<file path="config.mk">
export PLATFORM = sky130hd
export DESIGN_NAME = control_seq
export DESIGN_NICKNAME = d
export VERILOG_FILES = /design/src/rtl/control_seq.sv
export SDC_FILE = /design/constraint.sdc
export NUM_CORES = 1
export LEC_CHECK = 0
export ABC_AREA = 1
export BUFFER_PORTS_ARGS = -buffer_cell sky130_fd_sc_hd__clkbuf_2
export CORE_UTILIZATION = 53
export DETAILED_ROUTE_END_ITERATION = 6
export GPL_TIMING_DRIVEN = 0
export PLACE_DENSITY = 0.77
export REMOVE_ABC_BUFFERS = 1
export SLEW_MARGIN = 20
export SYNTH_ARGS = -nofsm -noshare
export SYNTH_HDL_FRONTEND = slang
export SYNTH_SLANG_ARGS = --single-unit
</file>
<file path="constraint.sdc">
create_clock -name clock -period 3.1 [get_ports clock]
set_clock_uncertainty 0.2 [all_clocks]
set_input_delay 0.155 -clock clock [delete_from_list [all_inputs] [get_ports clock]]
set_output_delay 0.155 -clock clock [all_outputs]
set_load 0.02 [all_outputs]
</file>
<file path="src/rtl/control_seq.sv">
// control_seq: multi-cycle control sequencer for a small accumulator datapath.
// Steps fetch/decode/execute and drives bus-source, load and increment enables.
module control_seq #(
    parameter int NREG    = 6,
    parameter int MEM_LAT = 2,
    parameter int OPW     = 6
) (
    input  logic        clock,
    input  logic        reset,
    input  logic        start,
    input  logic        hold,
    input  logic [15:0] instruction,
    input  logic        z,
    output logic [2:0]  alu_op,
    output logic [3:0]  read_en,
    output logic [15:0] write_en,
    output logic [15:0] inc_en,
    output logic        busy,
    output logic        end_process,
    output logic        illegal_op
);

    typedef enum logic [4:0] {
        S_IDLE, S_FETCH, S_DECODE, S_NOP, S_MOVACR, S_MOVRAC,
        S_LDA_ADDR, S_LDA_DATA, S_STAC1, S_STAC2, S_STAC3,
        S_ALU1, S_ALU2, S_INCAC, S_INCR, S_LDI1, S_LDI2,
        S_JMP1, S_JMP2, S_JZ1, S_JNZ1, S_JSKIP, S_END
    } state_t;

    localparam logic [2:0] LAST = 3'(MEM_LAT - 1);

    state_t      state_r, state_s;
    logic [2:0]  cnt_r, cnt_s;
    logic [3:0]  rsel_r, rsel_s;
    logic [2:0]  alu_r, alu_s;
    logic        ill_s;
    logic        freeze_s;
    logic        last_s;
    logic        nlast_s;
    logic [15:0] opc_s;
    logic [3:0]  rs_s;
    logic        rs_ok_s;
    logic        unused_hi_s;

    logic [2:0]  alu_d_s;
    logic [3:0]  rd_d_s;
    logic [15:0] wen_d_s;
    logic [15:0] inc_d_s;

    logic [2:0]  alu_op_r;
    logic [3:0]  read_en_r;
    logic [15:0] write_en_r;
    logic [15:0] inc_en_r;
    logic        busy_r;
    logic        end_r;
    logic        ill_r;

    assign opc_s       = 16'(instruction[OPW-1:0]);
    assign rs_s        = instruction[OPW+3:OPW];
    assign rs_ok_s     = (int'(rs_s) < NREG);
    assign unused_hi_s = &{1'b0, instruction[15:OPW+4]};
    assign freeze_s    = hold && (state_r != S_IDLE) && (state_r != S_END);
    assign last_s      = (cnt_r == LAST);
    assign nlast_s     = (cnt_s == LAST);

    // Next state, latency counter and latched instruction fields.
    always_comb begin
        state_s = state_r;
        cnt_s   = cnt_r;
        rsel_s  = rsel_r;
        alu_s   = alu_r;
        ill_s   = 1'b0;
        if (freeze_s) begin
            state_s = state_r;
        end else begin
            cnt_s = 3'd0;
            case (state_r)
                S_IDLE:   state_s = start ? S_FETCH : S_IDLE;
                S_FETCH: begin
                    if (last_s) begin
                        state_s = S_DECODE;
                    end else begin
                        cnt_s = cnt_r + 3'd1;
                    end
                end
                S_DECODE: begin
                    rsel_s = rs_s;
                    case (opc_s)
                        16'd0:  state_s = S_NOP;
                        16'd1:  state_s = S_LDA_ADDR;
                        16'd2: begin
                            state_s = rs_ok_s ? S_MOVACR : S_NOP;
                            ill_s   = !rs_ok_s;
                        end
                        16'd3: begin
                            state_s = rs_ok_s ? S_MOVRAC : S_NOP;
                            ill_s   = !rs_ok_s;
                        end
                        16'd4:  state_s = S_STAC1;
                        16'd5, 16'd6, 16'd7, 16'd8: begin
                            state_s = S_ALU1;
                            alu_s   = opc_s[2:0] - 3'd4;
                        end
                        16'd9:  state_s = S_INCAC;
                        16'd10: begin
                            state_s = rs_ok_s ? S_INCR : S_NOP;
                            ill_s   = !rs_ok_s;
                        end
                        16'd11: state_s = S_LDI1;
                        16'd12: state_s = S_JMP1;
                        16'd13: state_s = S_JZ1;
                        16'd14: state_s = S_JNZ1;
                        16'd15: state_s = S_END;
                        default: begin
                            state_s = S_NOP;
                            ill_s   = 1'b1;
                        end
                    endcase
                end
                S_LDA_ADDR: begin
                    if (last_s) begin
                        state_s = S_LDA_DATA;
                    end else begin
                        cnt_s = cnt_r + 3'd1;
                    end
                end
                S_LDA_DATA, S_LDI2, S_JMP2: begin
                    if (last_s) begin
                        state_s = S_FETCH;
                    end else begin
                        cnt_s = cnt_r + 3'd1;
                    end
                end
                S_STAC1: state_s = S_STAC2;
                S_STAC2: state_s = S_STAC3;
                S_ALU1:  state_s = S_ALU2;
                S_LDI1:  state_s = S_LDI2;
                S_JMP1:  state_s = S_JMP2;
                S_JZ1:   state_s = z ? S_JMP2 : S_JSKIP;
                S_JNZ1:  state_s = z ? S_JSKIP : S_JMP2;
                S_END:   state_s = S_END;
                default: state_s = S_FETCH;
            endcase
        end
    end

    // Moore output decode of the upcoming state, registered below.
    always_comb begin
        alu_d_s = 3'd0;
        rd_d_s  = 4'd0;
        wen_d_s = 16'h0000;
        inc_d_s = 16'h0000;
        case (state_s)
            S_FETCH: begin
                rd_d_s  = 4'd13;
                wen_d_s = 16'h0010;
            end
            S_DECODE: rd_d_s = 4'd13;
            S_NOP, S_LDI1, S_JMP1, S_JZ1, S_JNZ1, S_JSKIP: inc_d_s = 16'h0002;
            S_MOVACR: begin
                rd_d_s  = 4'd5;
                wen_d_s = 16'h0001 << (4'd6 + rsel_s);
                inc_d_s = 16'h0002;
            end
            S_MOVRAC: begin
                rd_d_s  = 4'd6 + rsel_s;
                wen_d_s = 16'h0020;
                inc_d_s = 16'h0002;
            end
            S_LDA_ADDR: begin
                rd_d_s  = 4'd5;
                wen_d_s = 16'h0004;
            end
            S_LDA_DATA: begin
                rd_d_s  = 4'd12;
                wen_d_s = 16'h0020;
                inc_d_s = nlast_s ? 16'h0002 : 16'h0000;
            end
            S_STAC1: rd_d_s = 4'd5;
            S_STAC2: begin
                rd_d_s  = 4'd5;
                wen_d_s = 16'h1000;
            end
            S_STAC3: begin
                rd_d_s  = 4'd5;
                inc_d_s = 16'h0002;
            end
            S_ALU1: alu_d_s = alu_s;
            S_ALU2: begin
                alu_d_s = alu_s;
                wen_d_s = 16'hC000;
                inc_d_s = 16'h0002;
            end
            S_INCAC: inc_d_s = 16'h0006;
            S_INCR:  inc_d_s = (16'h0001 << (4'd4 + rsel_s)) | 16'h0002;
            S_LDI2: begin
                rd_d_s  = 4'd13;
                wen_d_s = nlast_s ? 16'h0020 : 16'h0000;
                inc_d_s = nlast_s ? 16'h0002 : 16'h0000;
            end
            S_JMP2: begin
                rd_d_s  = 4'd13;
                wen_d_s = 16'h0002;
            end
            S_END:   rd_d_s = 4'd12;
            default: rd_d_s = 4'd0;
        endcase
    end

    // State, counter and output registers.
    always_ff @(posedge clock) begin
        if (reset) begin
            state_r    <= S_IDLE;
            cnt_r      <= 3'd0;
            rsel_r     <= 4'd0;
            alu_r      <= 3'd0;
            alu_op_r   <= 3'd0;
            read_en_r  <= 4'd0;
            write_en_r <= 16'h0000;
            inc_en_r   <= 16'h0000;
            busy_r     <= 1'b0;
            end_r      <= 1'b0;
            ill_r      <= 1'b0;
        end else begin
            state_r    <= state_s;
            cnt_r      <= cnt_s;
            rsel_r     <= rsel_s;
            alu_r      <= alu_s;
            alu_op_r   <= alu_d_s;
            read_en_r  <= rd_d_s;
            write_en_r <= wen_d_s;
            inc_en_r   <= inc_d_s;
            busy_r     <= (state_s != S_IDLE) && (state_s != S_END);
            end_r      <= (state_r == S_END);
            ill_r      <= ill_s;
        end
    end

    // A held cycle performs no register loads or increments.
    assign alu_op      = alu_op_r;
    assign read_en     = read_en_r;
    assign write_en    = hold ? 16'h0000 : write_en_r;
    assign inc_en      = hold ? 16'h0000 : inc_en_r;
    assign busy        = busy_r;
    assign end_process = end_r;
    assign illegal_op  = ill_r;

endmodule
</file>
==> summary.md <==
| Metric | Value |
|---|---|
| Via count | 3318 |
| Pins Over Slew Limit | 0 |
| Area leader, netlist | dfxtp_1 |
| # rows | 28 |
| Deepest clock path buffer count | 2 |
| Cell mode on critical path | inv_2 |
| PortBufs | 56 |
| Top layer in use | met4 |
| Share of layout cells above drive strength 1 | 0.242 |
| Overall Power | 3.02 mW |
| Pin slew with the least headroom to its limit | between 0.6 and 0.7 ns |
| Cell Pwr Density | 762 nW/um^2 |
| Reg clk slew, reported paths | about 0.07 ns |
| # clock sinks | 57 |
| Yosys reg bits | 57 |
| Setup crit end kind | register |
| GRT overflow | 0 |
| Slowest CP cell | dfxtp_1 |
| CTS tree | built |
| Mean number of vias per cell | 5.08 |
| Synth area leaders | dfxtp_1, nor2_1, nand2_1, inv_1, nand3_1 |
| Crit path DAT | 2.97 ns |
| Crit path kind | register to register |
| Final period util | 0.943 |
| RSZ-0062 raised after global routing | no |
| CTS buffer count | 9 |
| Maximum VDD drop | 0.000562 V |
| Synthesized area | 3390 um^2 |
| Final WL | 7.77 mm |
| Syn avg cell area | 6.59 um^2 |
| Core ar. | 6060 um^2 |
| WL/cell | 11.9 um |
| Reg2reg start | state_r[0]$_SDFF_PP0_ |
| Worst R2R Path Depth | 13 |
| Initial Util | 0.560 |
| Worst Setup Start Kind | register |
| IO Count | 63 |
| Placed Cells | roughly 630 |
| Detail Placement HPWL | 5.71 mm |
| Die area | between 6000 and 7000 um^2 |
| WHS Endpoint | inc_en_r[6]$_SDFF_PP0_ |
| Hold Crit Class | primary input to register |
| Required @ worst endpoint | about 3.2 ns |
| Vias in the first global route | 2882 |
| Die Span X | around 82 um |
| Hold WS | between 0.06 and 0.07 ns |
| Synthesis-to-layout area growth | 16.8% |
| Final RePlAce weighted congestion | 0.953 |
| Synth async-reset ratio | 0 |
| Largest stage delay on the critical path | 0.47 ns |
| Clk Latency, worst-skew pair | around 0.35 ns |
| Tot GR Track Use | 0.252 |
| Met1 Wirelength | 3.58 mm |
| Worst-path maximum fanout | 16 |
| Layout Cells excl Fill | 653 |
| Wire length on met3 | 389 um |
| Met2 WL | 3.65 mm |
| Number of antenna violations at the first check in global routing | 0 |
| Post-route ant nets | 0 |
| FF-to-FF End | write_en_r[10]$_SDFF_PP0_ |
| Main flop type after synthesis | dfxtp_1 |
| Nets | about 600 |
| Drt drc | 0 |
| Fillers | about 570 |
| Register-to-Register Setup Slack | 0.18 ns |
| Largest net degree at the start of global routing | 34 |
| Ant diodes | 0 |
| Final WS setup | 0.177 ns |
| Fin. Hold Viols | 0 |
| Status | finished clean |
| Htree depth | 3 |
| Leak | 1.90 nW |
| Max transition margin | 0.539 |
| Yosys synthesis warning count | 0 |
| Max-Cap Viols | 0 |
| Number of synthesized flops with an enable pin | 0 |
| Synth top area share | 0.336 |
| Hold Crit Depth | 4 |
| Cells after synthesis | 515 |
| TritonRoute pass-1 iters | 4 |
| Post-CTS Setup Bufs | 0 |
| Setup violators final | 0 |
| First-pass GRT wire length | 12.8 mm |
| Clk Tree Root Cell | clkbuf_8 |
| Post-synth cell types | 43 |
| FMAX | 0.342 GHz |
| Hold wc startpoint | instruction[8] |
| Die Y | 82.0 um |
| Drt first-iter violations | 241 |
| Worst-path cell chain | inv_2 -> nand2_2 -> nor2_2 -> nand2_4 -> nand3_4 -> nand2_8 -> inv_4 -> or2_4 -> o21ai_4 -> ha_2 -> xor2_4 -> inv_2 -> nor4_2 |
| Min cycle time layout | just under 3 ns |
| Pre-CTS setup slack | -0.0572 ns |
| Sequential cell area fraction in the yosys report | 0.336 |
[Yosys cell counts, types with 9 or more instances]
| library cell | number |
|---|---|
| nor2_2 | 10 |
| nand2_1 | 87 |
| inv_1 | 70 |
| a21oi_1 | 9 |
| nand2_2 | 9 |
| inv_2 | 12 |
| dfxtp_1 | 57 |
| nand4_1 | 11 |
| nand3_1 | 46 |
| nor2_1 | 133 |
[layout by cell type (no fill, tap or decap), drive strengths merged]
cell	synthesis	layout
nor2	149	149
nand2	102	102
inv	83	84
clkbuf	6	65
dfxtp	57	57
nand3	53	53
a21oi	12	12
nand4	11	11
o21ai	10	10
nor3	7	7
mux2i	4	4
clkinv	1	3
dlygate4sd3	0	3
a31oi	2	2
clkinvlp	0	2
bufinv	0	2
or2	2	2
nor4	2	2
a21boi	1	1
a41oi	1	1
o22ai	1	1
and2	1	1
xnor2	1	1
nor3b	1	1
xor2	1	1
ha	1	1
[worst max-delay path: cells and delay by family, from the launching register on]
kind	cells	cell delay, ns
flip-flops	1	0.47
AO/OA/AOI/OAI	1	0.14
AND/OR/NAND/NOR	7	1.20
XOR/XNOR	1	0.23
buffers and inverters	3	0.28
adder cells (fa/ha/maj)	1	0.31
[repair_timing]
action	4_1_cts	5_1_grt
resized for setup	1	3
endpoints found under the setup margin	7	9
hold endpoints to repair	3	0
hold buffers	3	0
[layout make-up]
| class | count | area [um^2] | area share |
|---|---|---|---|
| Timing Repair Buffer | 59 | 310 | 0.0783 |
| Clock buffer | 9 | 124 | 0.0313 |
| Inverter | 84 | 319 | 0.0805 |
| Tap cell | 75 | 93.8 | 0.0237 |
| Multi-Input combinational cell | 362 | 1880 | 0.474 |
| Sequential cell | 57 | 1140 | 0.288 |
| Clock inverter | 7 | 93.8 | 0.0237 |
[sequential cells by signal, summed over array words and instances (netlist names)]
register and count:
inc_en_r 16, end_process 1, read_en 4, illegal_op 1
cnt_r 3, alu_r 3, rsel_r 4, alu_op 3
busy 1, write_en_r 16, state_r 5
[metrics by stage]
stage | area, um^2 | util | TNS (ns)
finish | 3960 | 0.654 | 0
global route | 3960 | 0.654 | 0
CTS | 3950 | 0.652 | 0
detailed placement | 3700 | 0.611 | -0.199
global placement | 3700 | 0.611 | -0.00546
floorplan | 3330 | - | 0
[kinds of logic after synthesis]
logic type,count (synthesis),share of synthesized area
and+or+nand+nor,328,0.459
muxes,4,0.0155
DFF,57,0.336
xor gates and xnor gates,2,0.0107
adders and majority gates,1,0.00369
buffers and inverters,96,0.114
AOI/OAI and AO/OA,27,0.0616
[where the power goes]
group | switching, mW | total (mW) | internal, mW
Clock | 0.317 | 0.769 | 0.451
Sequential | 0.0681 | 0.868 | 0.800
Combinational | 0.971 | 1.38 | 0.411
Total | 1.36 | 3.02 | 1.66
[worst max-delay path by stage]
stage                     startpoint                        end  slack [ns]  cells past startpoint
6_report       state_r[0]$_SDFF_PP0_  write_en_r[10]$_SDFF_PP0_        0.18                     13
4_1_cts        state_r[2]$_SDFF_PP0_  write_en_r[10]$_SDFF_PP0_        0.14                     11
3_5_place_dp   state_r[4]$_SDFF_PP0_  write_en_r[10]$_SDFF_PP0_       -0.06                     11
3_3_place_gp   state_r[4]$_SDFF_PP0_   write_en_r[1]$_SDFF_PP0_      -0.005                     12
5_1_grt        state_r[0]$_SDFF_PP0_  write_en_r[13]$_SDFF_PP0_        0.01                     15
2_1_floorplan  state_r[4]$_SDFF_PP0_  write_en_r[10]$_SDFF_PP0_        0.35                     11
[per-layer routing]
metal	global-route usage	up-vias
met4	0.104	0
met3	0.0522	17
met5	0	-
met2	0.423	110
li1	-	1714
met1	0.311	1477
Power figures use the tool's default switching activity.
